==> src/rtl/clk_phase_monitor.sv <==
// Monitors two asynchronous phase clocks against expected period, high time and
// relative offset, locking after a run of good periods and latching the first fault.
module clk_phase_monitor #(
  parameter int unsigned EXP_PERIOD = 50,
  parameter int unsigned EXP_HIGH   = 25,
  parameter int unsigned EXP_OFFSET = 12,
  parameter int unsigned TOL        = 1,
  parameter int unsigned LOCK_COUNT = 4
) (
  input  logic       clk_250,
  input  logic       rst,
  input  logic       clka_in,
  input  logic       clkb_in,
  input  logic       clear_fault,
  output logic [7:0] period_cnt,
  output logic [7:0] high_cnt,
  output logic [7:0] offset_cnt,
  output logic       meas_valid,
  output logic       locked,
  output logic       fault,
  output logic [2:0] fault_code
);

  typedef enum logic [1:0] {IDLE, ACQ, LOCKED, FAULT} state_t;

  state_t      state_q, state_d;
  logic [2:0]  a_sync_q, b_sync_q;
  logic        a_rise, a_fall, b_rise;
  logic [7:0]  k_q, hi_q, off_q;
  logic        fall_seen_q;
  logic [1:0]  bcnt_q;
  logic [7:0]  per_cnt_q, high_cnt_q, off_cnt_q;
  logic        mv_q;
  logic [7:0]  good_q, good_d;
  logic [2:0]  code_q, code_d;
  logic [2:0]  close_code;
  logic        timeout;

  function automatic logic in_win(input logic [7:0] v, input int unsigned exp_v);
    int unsigned vv;
    vv = {24'd0, v};
    return (vv + TOL >= exp_v) && (vv <= exp_v + TOL);
  endfunction

  // [0],[1] are the synchronizer flops, [2] is the edge-detect register
  assign a_rise  = a_sync_q[1] & ~a_sync_q[2];
  assign a_fall  = ~a_sync_q[1] & a_sync_q[2];
  assign b_rise  = b_sync_q[1] & ~b_sync_q[2];
  assign timeout = (k_q == 8'hFF);

  // k reads the number of cycles since the last clka rise detect
  always_ff @(posedge clk_250) begin
    if (rst) begin
      a_sync_q    <= '0;
      b_sync_q    <= '0;
      k_q         <= '0;
      hi_q        <= '0;
      off_q       <= '0;
      fall_seen_q <= 1'b0;
      bcnt_q      <= '0;
      per_cnt_q   <= '0;
      high_cnt_q  <= '0;
      off_cnt_q   <= '0;
      mv_q        <= 1'b0;
    end else begin
      a_sync_q <= {a_sync_q[1:0], clka_in};
      b_sync_q <= {b_sync_q[1:0], clkb_in};
      mv_q     <= 1'b0;
      if (a_rise) begin
        k_q         <= 8'd1;
        hi_q        <= '0;
        off_q       <= '0;
        fall_seen_q <= 1'b0;
        bcnt_q      <= b_rise ? 2'd1 : 2'd0;
        if (state_q != IDLE) begin
          per_cnt_q  <= k_q;
          high_cnt_q <= hi_q;
          off_cnt_q  <= off_q;
          mv_q       <= 1'b1;
        end
      end else begin
        if (k_q != 8'hFF) k_q <= k_q + 8'd1;
        if (a_fall) begin
          hi_q        <= k_q;
          fall_seen_q <= 1'b1;
        end
        if (b_rise) begin
          if (bcnt_q == 2'd0) off_q <= k_q;
          if (bcnt_q != 2'd2) bcnt_q <= bcnt_q + 2'd1;
        end
      end
    end
  end

  // Offset is only judged when a clkb rise occurred; an absent rise reports as a count error
  always_comb begin
    close_code = 3'd0;
    if (!in_win(k_q, EXP_PERIOD))                         close_code = 3'd1;
    else if (!fall_seen_q || !in_win(hi_q, EXP_HIGH))     close_code = 3'd2;
    else if (bcnt_q != 2'd0 && !in_win(off_q, EXP_OFFSET)) close_code = 3'd3;
    else if (bcnt_q != 2'd1)                              close_code = 3'd4;
  end

  always_ff @(posedge clk_250) begin
    if (rst) begin
      state_q <= IDLE;
      good_q  <= '0;
      code_q  <= '0;
    end else begin
      state_q <= state_d;
      good_q  <= good_d;
      code_q  <= code_d;
    end
  end

  always_comb begin
    state_d = state_q;
    good_d  = good_q;
    code_d  = code_q;
    unique case (state_q)
      IDLE: if (a_rise) state_d = ACQ;
      ACQ, LOCKED: begin
        if (timeout) begin
          state_d = FAULT;
          code_d  = 3'd5;
        end else if (a_rise) begin
          if (close_code != 3'd0) begin
            state_d = FAULT;
            code_d  = close_code;
          end else if (state_q == ACQ) begin
            good_d = good_q + 8'd1;
            if ({24'd0, good_q} + 1 >= LOCK_COUNT) state_d = LOCKED;
          end
        end
      end
      FAULT: begin
        if (clear_fault) begin
          state_d = IDLE;
          code_d  = '0;
          good_d  = '0;
        end
      end
      default: state_d = IDLE;
    endcase
  end

  always_comb begin
    locked     = (state_q == LOCKED);
    fault      = (state_q == FAULT);
    fault_code = code_q;
    period_cnt = per_cnt_q;
    high_cnt   = high_cnt_q;
    offset_cnt = off_cnt_q;
    meas_valid = mv_q;
  end

endmodule

==> config.mk <==
export PLATFORM = sky130hd
export DESIGN_NAME = clk_phase_monitor
export DESIGN_NICKNAME = d
export VERILOG_FILES = /design/src/rtl/clk_phase_monitor.sv
export SDC_FILE = /design/constraint.sdc
export NUM_CORES = 1
export LEC_CHECK = 0
export ABC_AREA = 1
export ABC_CLOCK_PERIOD_IN_PS = 4600
export BUFFER_PORTS_ARGS = -buffer_cell sky130_fd_sc_hd__buf_2
export CAP_MARGIN = 20
export CORE_UTILIZATION = 63
export CTS_BUF_LIST = sky130_fd_sc_hd__clkbuf_16
export DETAILED_ROUTE_END_ITERATION = 6
export PLACE_DENSITY = 0.93
export SLEW_MARGIN = 20
export SYNTH_ARGS = -nofsm -noshare
export SYNTH_HDL_FRONTEND = slang
export SYNTH_SLANG_ARGS = --single-unit
==> constraint.sdc <==
create_clock -name clk_250 -period 4.6 [get_ports clk_250]
set_clock_uncertainty 0.1 [all_clocks]
set_input_delay 0.46 -clock clk_250 [delete_from_list [all_inputs] [get_ports clk_250]]
set_output_delay 0.46 -clock clk_250 [all_outputs]
set_load 0.05 [all_outputs]
==> reports/metrics.yaml, run 1 <==
run_status:
  run_status: "complete, no violations"
placed_design:
  placement.io_buffers: 34
  place.gp.congestion: 0.914
  post-place-cells: 595
  dp_slack_ns: 2.38
  hpwlAfterDp_um: 5300
clocking:
  number_of_setup_buffers_added_after_cts: 0
  ctsLongestPathBuffers: 2
  clk_pin_slew_ns: 0.06
  cts_hold_repair.buffers: 0
  cts_resized: 0
  clock_sinks: 71
  worstSkewPairLatency_ns: 0.33
  tritoncts: "yes"
  cts-root-buf: "sky130_fd_sc_hd__clkbuf_16"
  clock_tree.htree_level_count: 3
  numCtsBuffers: 9
synthesis:
  syn_area_um2: 3570
  netlist-cell-type-count: 38
  post-synth-top-count-cell: "sky130_fd_sc_hd__nand2_1"
  yosysWarningCount: 0
  synth_async_sr_flop_share_pct: 0
  synth_cells: 512
  synth_seq_cells: 71
  yosysTopAreaCell: "sky130_fd_sc_hd__dfxtp_1"
  synth_top_area_share_pct: 39.8
  fraction_of_the_yosys_area_taken_by_sequential_cells_pct: 39.8
  synth-edff-count: 0
  postSynthNetCount: 531
  ys_top_cells_by_area: "sky130_fd_sc_hd__dfxtp_1 (40%), sky130_fd_sc_hd__nand2_1 (12%), sky130_fd_sc_hd__nand3_1 (9.0%), sky130_fd_sc_hd__a21oi_1 (7.9%), sky130_fd_sc_hd__nor2_1 (6.1%)"
  leading_cell_types_by_count_after_synthesis: "sky130_fd_sc_hd__nand2_1 (116), sky130_fd_sc_hd__dfxtp_1 (71), sky130_fd_sc_hd__nand3_1 (64)"
  synthesis.area_per_instance_um2: 6.97
  ys.flop_type: "sky130_fd_sc_hd__dfxtp_1"
sta:
  unrepaired_setup_endpoints_after_global_routing: "no"
  worst_slew_pin_slew_ns: 0.774
  setup_violations: 0
  drv_slew: 0
  final.hold.worst_slack_ns: 0.228
  clock.fmax_mhz: 431
  final_period_minus_worst_setup_slack_ns: 2.32
  relSlewSlack_pct: 48.3
  report.final.hold_viol_count: 0
  finalCritPeriodShare_pct: 50.5
  setup_total_negative_slack_ns: 0
  setup_ws_ns: 2.28
floorplan:
  die_width_um: 77.3
  design.portCount: 35
  core_region_area_um2: 5470
  die_area_um2: 5970
  die_h_um: 77.3
  std_cell_rows: 27
  initial_core_util_pct: 65.2
grt:
  grtUsageTotal_pct: 29.6
  first_global_vias: 3151
  antenna_violations_before_repair: 0
  grt_overflow: 0
  grt_first_pass_wirelength_um: 14100
  grt_max_degree: 36
setup_path:
  worst_path_maximum_fanout: 16
  worst_path_required_time_ns: 4.73
  cp_num_buf_inv: 1
  worst_path_largest_cell_delay_ns: 0.43
  cp_cell_sequence: "inv_1 -> ha_1 -> nor2_1 -> nand3_1 -> nand2_1 -> nand2_1 -> nand3_1 -> nor3_4 -> nand2_4 -> nand2_4 -> nand3_1 -> nand2_1 -> nor2_1"
  setup.worst_path.end_class: "register"
  cpLargestDelayFamily: "simple AND/OR/NAND/NOR gates"
  timing_worst_setup_path_type: "reg -> reg"
  crit_path_start_kind: "register"
  worst_path_max_delay_cell: "sky130_fd_sc_hd__dfxtp_1"
  critPathArrivalTime_ns: 2.45
pwr:
  vdd.ir_drop.worst_v: 0.000296
  power.static_leakage_nw: 1.77
  power.density_cell_area_nw_per_um2: 515
  post-layout-total-power_mw: 2.05
detailed_routing:
  routed_via_count_divided_by_cell_count: 5.54
  drc_viols: 0
  drtIter0Drc: 348
  route.vias.total: 3384
  drt_first_pass_iters: 5
  routed_length_per_instance_um: 13.3
  antenna_left: 0
  wirelength_um: 8150
layout:
  insertedDiodeCount: 0
  flow.area_growth_from_synthesis_pct: 11.4
  finalNonFillerCells: 611
  drive_gt1_share_pct: 12.1
  num-nets-final: 553
min_path:
  holdCritPathClass: "in -> reg"
job:
  max_cap_check_violation_count: 0
## cells by family (layout without fill, tap and decap cells)
kind of cell / after synthesis / after routing / share of synthesized area (%)
simple gates: 266 / 266 / 32.9
buf+inv: 83 / 110 / 10.6
compound gates: 77 / 77 / 11.6
flops: 71 / 71 / 39.8
fa+ha+maj: 14 / 14 / 4.91
xor+xnor: 1 / 1 / 0.245
## power breakdown
part	total (mW)	leakage, nW	switching (mW)	internal, mW
Combinational	0.620	1.06	0.425	0.195
Sequential	0.749	0.576	0.0727	0.676
Clock	0.678	0.136	0.263	0.414
Total	2.05	1.77	0.762	1.29
## routing by layer
metal / up-vias / track usage, % / share of wire [%]
met5: - / 0 / 0
met4: 0 / 18.7 / 3.4
met3: 25 / 5.24 / 6.1
met2: 135 / 49.0 / 48
met1: 1535 / 35.3 / 42
li1: 1689 / - / -
## through the flow
| step | cell area (um2) | util [%] |
|---|---|---|
| after global placement | 3680 | 67.3 |
| after CTS | 3970 | 72.6 |
| after global routing | 3970 | 72.6 |
| after floorplan | 3570 | - |
| final | 3970 | 72.6 |
| after detailed placement | 3680 | 67.3 |
## sequential cells by signal, indices dropped and copies added (netlist names), 2 cells and up
name	cells
offset_cnt	8
b_sync_q	3
high_cnt	8
hi_q	8
period_cnt	8
state_q	2
fault_code	3
off_q	8
k_q	8
a_sync_q	3
bcnt_q	2
good_q	8
## cell type report
cell class	count	area, um2
Tap cell	72	90.1
Clock buffer	9	225
Inverter	59	221
Sequential cell	71	1420
Fill cell	436	1500
Multi-Input combinational cell	358	1770
Timing Repair Buffer	35	178
Clock inverter	7	65.1
## worst register-to-register path: stages (launching register included)
cell,delay (ns)
sky130_fd_sc_hd__dfxtp_1,0.43
sky130_fd_sc_hd__inv_1,0.12
sky130_fd_sc_hd__ha_1,0.32
sky130_fd_sc_hd__nor2_1,0.05
sky130_fd_sc_hd__nand3_1,0.09
sky130_fd_sc_hd__nand2_1,0.09
sky130_fd_sc_hd__nand2_1,0.11
sky130_fd_sc_hd__nand3_1,0.17
sky130_fd_sc_hd__nor3_4,0.24
sky130_fd_sc_hd__nand2_4,0.08
sky130_fd_sc_hd__nand2_4,0.17
sky130_fd_sc_hd__nand3_1,0.10
sky130_fd_sc_hd__nand2_1,0.10
sky130_fd_sc_hd__nor2_1,0.05
## cells in the final DEF (no fill, tap or decap), types with 3 or more instances in the layout
master | netlist | layout
sky130_fd_sc_hd__nand2_1 | 116 | 116
sky130_fd_sc_hd__inv_1 | 57 | 58
sky130_fd_sc_hd__dfxtp_1 | 71 | 71
sky130_fd_sc_hd__nor2_1 | 58 | 57
sky130_fd_sc_hd__o21ai_0 | 12 | 12
sky130_fd_sc_hd__nand3_1 | 64 | 64
sky130_fd_sc_hd__nand4_1 | 9 | 9
sky130_fd_sc_hd__nor3_1 | 7 | 7
sky130_fd_sc_hd__a21oi_1 | 56 | 56
sky130_fd_sc_hd__ha_1 | 14 | 14
sky130_fd_sc_hd__clkbuf_16 | 0 | 9
sky130_fd_sc_hd__clkinvlp_4 | 0 | 3
sky130_fd_sc_hd__buf_2 | 3 | 34
## worst paths after layout
| kind | slack, ns | startpoint | end | cells after the start |
|---|---|---|---|---|
| worst max register to register | 2.28 | hi_q[1] | good_q[3] | 13 |
| worst min register to register | 0.31 | b_sync_q[0] | b_sync_q[1] | 2 |
| worst min-delay path | 0.23 | clka_in | a_sync_q[0] | 3 |
| worst max-delay path | 2.28 | hi_q[1] | good_q[3] | 13 |
(Power assumes the default switching activity.)
==> run 2: changes to the inputs <==
--- a/config.mk
+++ b/config.mk
@@ -6,13 +6,13 @@
 export NUM_CORES = 1
 export LEC_CHECK = 0
 export ABC_AREA = 1
-export ABC_CLOCK_PERIOD_IN_PS = 4600
+export ABC_CLOCK_PERIOD_IN_PS = 2400
 export BUFFER_PORTS_ARGS = -buffer_cell sky130_fd_sc_hd__buf_2
 export CAP_MARGIN = 20
-export CORE_UTILIZATION = 63
+export CORE_UTILIZATION = 59
 export CTS_BUF_LIST = sky130_fd_sc_hd__clkbuf_16
 export DETAILED_ROUTE_END_ITERATION = 6
-export PLACE_DENSITY = 0.93
+export PLACE_DENSITY = 0.89
 export SLEW_MARGIN = 20
 export SYNTH_ARGS = -nofsm -noshare
 export SYNTH_HDL_FRONTEND = slang
==> constraint.sdc (replaced) <==
create_clock -name clk_250 -period 2.4 [get_ports clk_250]
set_clock_uncertainty 0.1 [all_clocks]
set_input_delay 0.24 -clock clk_250 [delete_from_list [all_inputs] [get_ports clk_250]]
set_output_delay 0.24 -clock clk_250 [all_outputs]
set_load 0.05 [all_outputs]
==> run 2 against run 1 <==
  * Worst hold slack got worse by 0.22 ns
  * Sequential share of layout area is 0.47 points lower
  * Global-route usage up 0.29 points
  * First-iteration DRC count shrank 36%
  * Design area increased by 1.7%
  * Core utilization fell by 1.4 points
  * Sequential power increased by 91%
  * Count of clock-buffer cells in the layout unchanged
  * Combinational power grew 100%
  * Non-clock buffer count is 7 higher
  * Sequential cell count stayed put
==> reports/metrics.yaml, run 2 (same netlist as run 1, synthesis figures left out) <==
floorplan:
  std_cell_rows: 27
  die_h_um: 79.8
  initial_core_util_pct: 62.9
  die_width_um: 79.8
  core_region_area_um2: 5680
  die_area_um2: 6360
  design.portCount: 35
detailed_routing:
  drc_viols: 0
  routed_length_per_instance_um: 13.8
  route.vias.total: 3441
  drt_first_pass_iters: 4
  antenna_left: 0
  routed_via_count_divided_by_cell_count: 5.58
  wirelength_um: 8500
  drtIter0Drc: 223
clocking:
  worstSkewPairLatency_ns: 0.33
  ctsLongestPathBuffers: 2
  number_of_setup_buffers_added_after_cts: 0
  clk_pin_slew_ns: 0.06
  numCtsBuffers: 9
  clock_tree.htree_level_count: 3
  cts_hold_repair.buffers: 0
  tritoncts: "yes"
  cts-root-buf: "sky130_fd_sc_hd__clkbuf_16"
  clock_sinks: 71
placed_design:
  dp_slack_ns: 0.133
  place.gp.congestion: 0.847
  post-place-cells: 602
  placed_area_um2: 3740
  hpwlAfterDp_um: 5870
  placement.io_buffers: 34
pwr:
  power.density_cell_area_nw_per_um2: 981
  power.static_leakage_nw: 1.80
  vdd.ir_drop.worst_v: 0.000615
setup_path:
  start_point_of_the_critical_path: "k_q[2]"
  register_to_register_setup_slack_ns: 0.19
  critPathArrivalTime_ns: 2.33
  critical_path_cell_count: 11
  worst_path_max_delay_cell: "sky130_fd_sc_hd__dfxtp_1"
  worst_r2r_path_depth: 11
  setup.worst_path.end_class: "register"
  cpLargestDelayFamily: "simple AND/OR/NAND/NOR gates"
  cp-endpoint: "good_q[3]"
  timing_worst_setup_path_type: "reg -> reg"
  worst_path_required_time_ns: 2.52
  worst_path_maximum_fanout: 16
  cp_num_buf_inv: 0
  cp_common_cell: "sky130_fd_sc_hd__nor2_1"
  worst_path_largest_cell_delay_ns: 0.57
  crit_path_start_kind: "register"
  reg2reg_from: "k_q[2]"
  regToRegEndpoint: "good_q[3]"
  cp_cell_sequence: "nand3_1 -> nor2_1 -> nor2_1 -> nor2_1 -> nand3_1 -> a21oi_4 -> nand2_4 -> nand2_4 -> nand3_1 -> nand2_1 -> nor2_1"
job:
  max_cap_check_violation_count: 0
layout:
  flow.area_growth_from_synthesis_pct: 13.3
  final_cell_area_um2: 4040
  layout_commonest_cell: "sky130_fd_sc_hd__nand2_1"
  drive_gt1_share_pct: 14.9
  num-nets-final: 560
  finalNonFillerCells: 617
  final_cell_mix: "sky130_fd_sc_hd__nand2_1 (115), sky130_fd_sc_hd__dfxtp_1 (67), sky130_fd_sc_hd__nand3_1 (63)"
  insertedDiodeCount: 0
sta:
  setup_ws_ns: 0.194
  finalCritPeriodShare_pct: 91.9
  clock.fmax_mhz: 453
  setup_total_negative_slack_ns: 0
  relSlewSlack_pct: 42.7
  final_period_minus_worst_setup_slack_ns: 2.21
  final.hold.worst_slack_ns: 0.00475
  setup_violations: 0
  unrepaired_setup_endpoints_after_global_routing: "no"
  worst_slew_pin_slew_ns: 0.857
  drv_slew: 0
  report.final.hold_viol_count: 0
grt:
  grtUsageTotal_pct: 29.9
  grt_first_pass_wirelength_um: 14600
  antenna_violations_before_repair: 0
  grt_overflow: 0
  grt_max_degree: 35
  first_global_vias: 3211
min_path:
  holdCritPathClass: "in -> reg"
run_status:
  run_status: "complete, no violations"
## run 2: cell types whose count changed in the layout (fill, tap and decap cells not counted), moves of 2 or more
cell / previous run / this run
sky130_fd_sc_hd__buf_4: 1 / 8
sky130_fd_sc_hd__dfxtp_1: 71 / 67
sky130_fd_sc_hd__dfxtp_2: 0 / 4
sky130_fd_sc_hd__inv_1: 58 / 56
## run 2: per-layer routing
layer	vias up	part of all wire, %	track usage [%]
met5	-	0	0
met4	0	2.4	12.3
met3	22	6.8	6.74
met2	133	47	49.6
met1	1580	43	37.4
li1	1706	-	-
## run 2: worst min-delay path: cells and delay by family
family / cells / cell delay (ns)
buf+inv: 2 / 0.10
simple gates: 1 / 0.06
## run 2: how the worst min path moves through the flow
stage | slack (ns) | end | depth (start not counted) | from
after floorplan | 0.25 | a_sync_q[0] | 2 | clka_in
after global placement | 0.29 | a_sync_q[1] | 2 | a_sync_q[0]
after global routing | 0.01 | b_sync_q[0] | 3 | clkb_in
final | 0.005 | b_sync_q[0] | 3 | clkb_in
after CTS | 0.002 | b_sync_q[0] | 3 | clkb_in
after detailed placement | 0.30 | a_sync_q[1] | 2 | a_sync_q[0]
## run 2: timing repair
action,in CTS,in global routing
endpoints found under the hold margin,0,0
setup endpoints to repair,0,13
resized for setup,0,9
## run 2: power breakdown
| part | switching [mW] | internal [mW] | leakage (nW) | total (mW) |
|---|---|---|---|---|
| sequential | 0.136 | 1.30 | 0.578 | 1.43 |
| combinational | 0.852 | 0.388 | 1.09 | 1.24 |
| clock | 0.498 | 0.794 | 0.135 | 1.29 |
## run 2: metrics by stage
step | total power [mW] | utilization (%)
3_5_place_dp | 2.66 | 65.8
4_1_cts | 3.95 | 70.9
3_3_place_gp | 2.59 | 65.8
6_report | 3.97 | 71.2
5_1_grt | 4.22 | 71.2
2_1_floorplan | 2.47 | -
## run 2: final cells by class
type                            count  area, um2
Sequential cell                    71       1430
Multi-Input combinational cell    358       1790
Fill cell                         460       1630
Clock inverter                      6       62.6
Timing Repair Buffer               42        230
Tap cell                           72       90.1
Clock buffer                        9        225
Inverter                           59        221
==> run 3: changes to the inputs <==
--- a/config.mk
+++ b/config.mk
@@ -12,6 +12,7 @@
 export CORE_UTILIZATION = 59
 export CTS_BUF_LIST = sky130_fd_sc_hd__clkbuf_16
 export DETAILED_ROUTE_END_ITERATION = 6
+export HOLD_SLACK_MARGIN = 0.1
 export PLACE_DENSITY = 0.89
 export SLEW_MARGIN = 20
 export SYNTH_ARGS = -nofsm -noshare
==> run 3 against run 2 <==
  * Design area is 0.50% higher
  * Clock power hardly changed
  * Core utilization is 0.35 points higher
  * Highest routed layer unchanged
  * Global-route usage is 0.097 points higher
  * Wire length hardly changed
  * Count of clock-buffer cells in the layout stayed put
  * Worst setup slack worse by 0.0035 ns
  * Power is 0.21% higher
==> reports/metrics.yaml, run 3 (same netlist as run 1, synthesis figures left out) <==
pwr:
  sw_ratio_pct: 37.6
  vdd.ir_drop.worst_v: 0.000599
  power.density_cell_area_nw_per_um2: 978
  seq_power_share_pct: 36.1
  power.static_leakage_nw: 1.81
  internal-power_mw: 2.48
  power.net_switching_mw: 1.49
  combinationalPowerShare_pct: 31.4
  p_clk_share_pct: 32.6
layout:
  drive_gt1_share_pct: 14.8
  flip_flop_and_latch_area_um2: 1430
  layout_commonest_cell: "sky130_fd_sc_hd__nand2_1"
  finalNonFillerCells: 619
  post-route-util_pct: 71.6
  final_cell_area_um2: 4060
  combined_area_of_the_multi_input_logic_cells_um2: 1790
  final_cell_mix: "sky130_fd_sc_hd__nand2_1 (115), sky130_fd_sc_hd__dfxtp_1 (67), sky130_fd_sc_hd__nand3_1 (63)"
  flow.area_growth_from_synthesis_pct: 13.8
  final.fill_count: 461
  insertedDiodeCount: 0
  num-nets-final: 562
sta:
  unrepaired_setup_endpoints_after_global_routing: "no"
  final_period_minus_worst_setup_slack_ns: 2.21
  final.hold.worst_slack_ns: 0.302
  setup_violations: 0
  drv_slew: 0
  finalCritPeriodShare_pct: 92.1
  report.final.hold_viol_count: 0
  setup_total_negative_slack_ns: 0
  clock.fmax_mhz: 452
  relSlewSlack_pct: 42.1
  worst_slew_pin_slew_ns: 0.865
job:
  max_cap_check_violation_count: 0
floorplan:
  core_region_area_um2: 5680
  design.portCount: 35
  die_width_um: 79.8
  die_area_um2: 6360
  initial_core_util_pct: 62.9
  std_cell_rows: 27
  die_h_um: 79.8
setup_path:
  worst_path_largest_cell_delay_ns: 0.57
  cp-endpoint: "good_q[3]"
  register_to_register_setup_slack_ns: 0.19
  worst_r2r_path_depth: 11
  cp_common_cell: "sky130_fd_sc_hd__nor2_1"
  worst_path_max_delay_cell: "sky130_fd_sc_hd__dfxtp_1"
  reg2reg_from: "k_q[2]"
  worst_path_maximum_fanout: 16
  critPathArrivalTime_ns: 2.33
  start_point_of_the_critical_path: "k_q[2]"
  cpLargestDelayFamily: "simple AND/OR/NAND/NOR gates"
  worst_path_required_time_ns: 2.52
  cp_cell_sequence: "nand3_1 -> nor2_1 -> nor2_1 -> nor2_1 -> nand3_1 -> a21oi_4 -> nand2_4 -> nand2_4 -> nand3_1 -> nand2_1 -> nor2_1"
  critical_path_cell_count: 11
  cp_num_buf_inv: 0
  regToRegEndpoint: "good_q[3]"
  timing_worst_setup_path_type: "reg -> reg"
  setup.worst_path.end_class: "register"
  crit_path_start_kind: "register"
grt:
  antenna_violations_before_repair: 0
  grtUsageTotal_pct: 30.0
  grt_overflow: 0
  grt_max_degree: 35
  grt_first_pass_wirelength_um: 14600
  first_global_vias: 3235
placed_design:
  placement.io_buffers: 34
  hpwlAfterDp_um: 5870
  place.gp.congestion: 0.847
  placed_area_um2: 3740
  post-place-cells: 602
detailed_routing:
  wirelength_um: 8510
  routed_length_per_instance_um: 13.7
  route.vias.total: 3454
  drc_viols: 0
  drtIter0Drc: 209
  antenna_left: 0
  drt_first_pass_iters: 5
  routed_via_count_divided_by_cell_count: 5.58
run_status:
  run_status: "complete, no violations"
clocking:
  tritoncts: "yes"
  number_of_setup_buffers_added_after_cts: 0
  ctsLongestPathBuffers: 2
  worstSkewPairLatency_ns: 0.34
  clk_pin_slew_ns: 0.06
  clock_sinks: 71
  clock_tree.htree_level_count: 3
  numCtsBuffers: 9
  cts-root-buf: "sky130_fd_sc_hd__clkbuf_16"
min_path:
  holdCritPathClass: "reg -> reg"
[run 3: final cells by class]
class / instances / area share [%]
clock buffer: 9 / 5.55
multi-input combinational: 358 / 44.0
clock inverter: 6 / 1.54
inverter: 59 / 5.45
sequential: 71 / 35.1
timing repair buffer: 44 / 6.16
tap: 72 / 2.22
[run 3: power groups by stage]
stage	clock (mW)	sequential (mW)	combinational (mW)
3_3_place_gp	0	1.44	1.15
4_1_cts	1.30	1.43	1.23
3_5_place_dp	0	1.45	1.21
2_1_floorplan	0	1.49	0.977
6_report	1.29	1.43	1.25
5_1_grt	1.35	1.45	1.42
[run 3: per-layer routing]
metal / routed length, um / share of wire [%] / GRT usage [%] / up-vias
li1: - / - / - / 1712
met3: 575 / 6.8 / 6.74 / 23
met4: 218 / 2.6 / 12.3 / 0
met2: 4070 / 48 / 49.9 / 154
met5: 0 / 0 / 0 / -
met1: 3640 / 43 / 37.4 / 1565
[run 3: through the flow]
stage | worst slack (ns) | power [mW]
2_1_floorplan | 0.133 | 2.47
3_3_place_gp | 0.199 | 2.59
3_5_place_dp | 0.133 | 2.66
4_1_cts | 0.102 | 3.95
5_1_grt | 0.00576 | 4.22
6_report | 0.190 | 3.97
[run 3: worst min-delay path by stage]
stage                      from          end  slack [ns]  cells after the start
CTS                 a_sync_q[0]  a_sync_q[1]        0.30                      2
floorplan               clka_in  a_sync_q[0]        0.25                      2
global route        a_sync_q[0]  a_sync_q[1]        0.32                      2
finish              a_sync_q[0]  a_sync_q[1]        0.30                      2
detailed placement  a_sync_q[0]  a_sync_q[1]        0.30                      2
global placement    a_sync_q[0]  a_sync_q[1]        0.29                      2
[run 3: repair_timing]
item                                    in CTS  in global routing
hold buffers                                 2                  0
endpoints found under the hold margin        2                  0
gates resized for setup                      0                  9
endpoints found under the setup margin       0                 13
[run 3: worst min-delay path: cells and delay by family (launching register included)]
family | cells | cell delay (ns)
DFF | 1 | 0.29
buffers and inverters | 1 | 0.04
and+or+nand+nor | 1 | 0.03
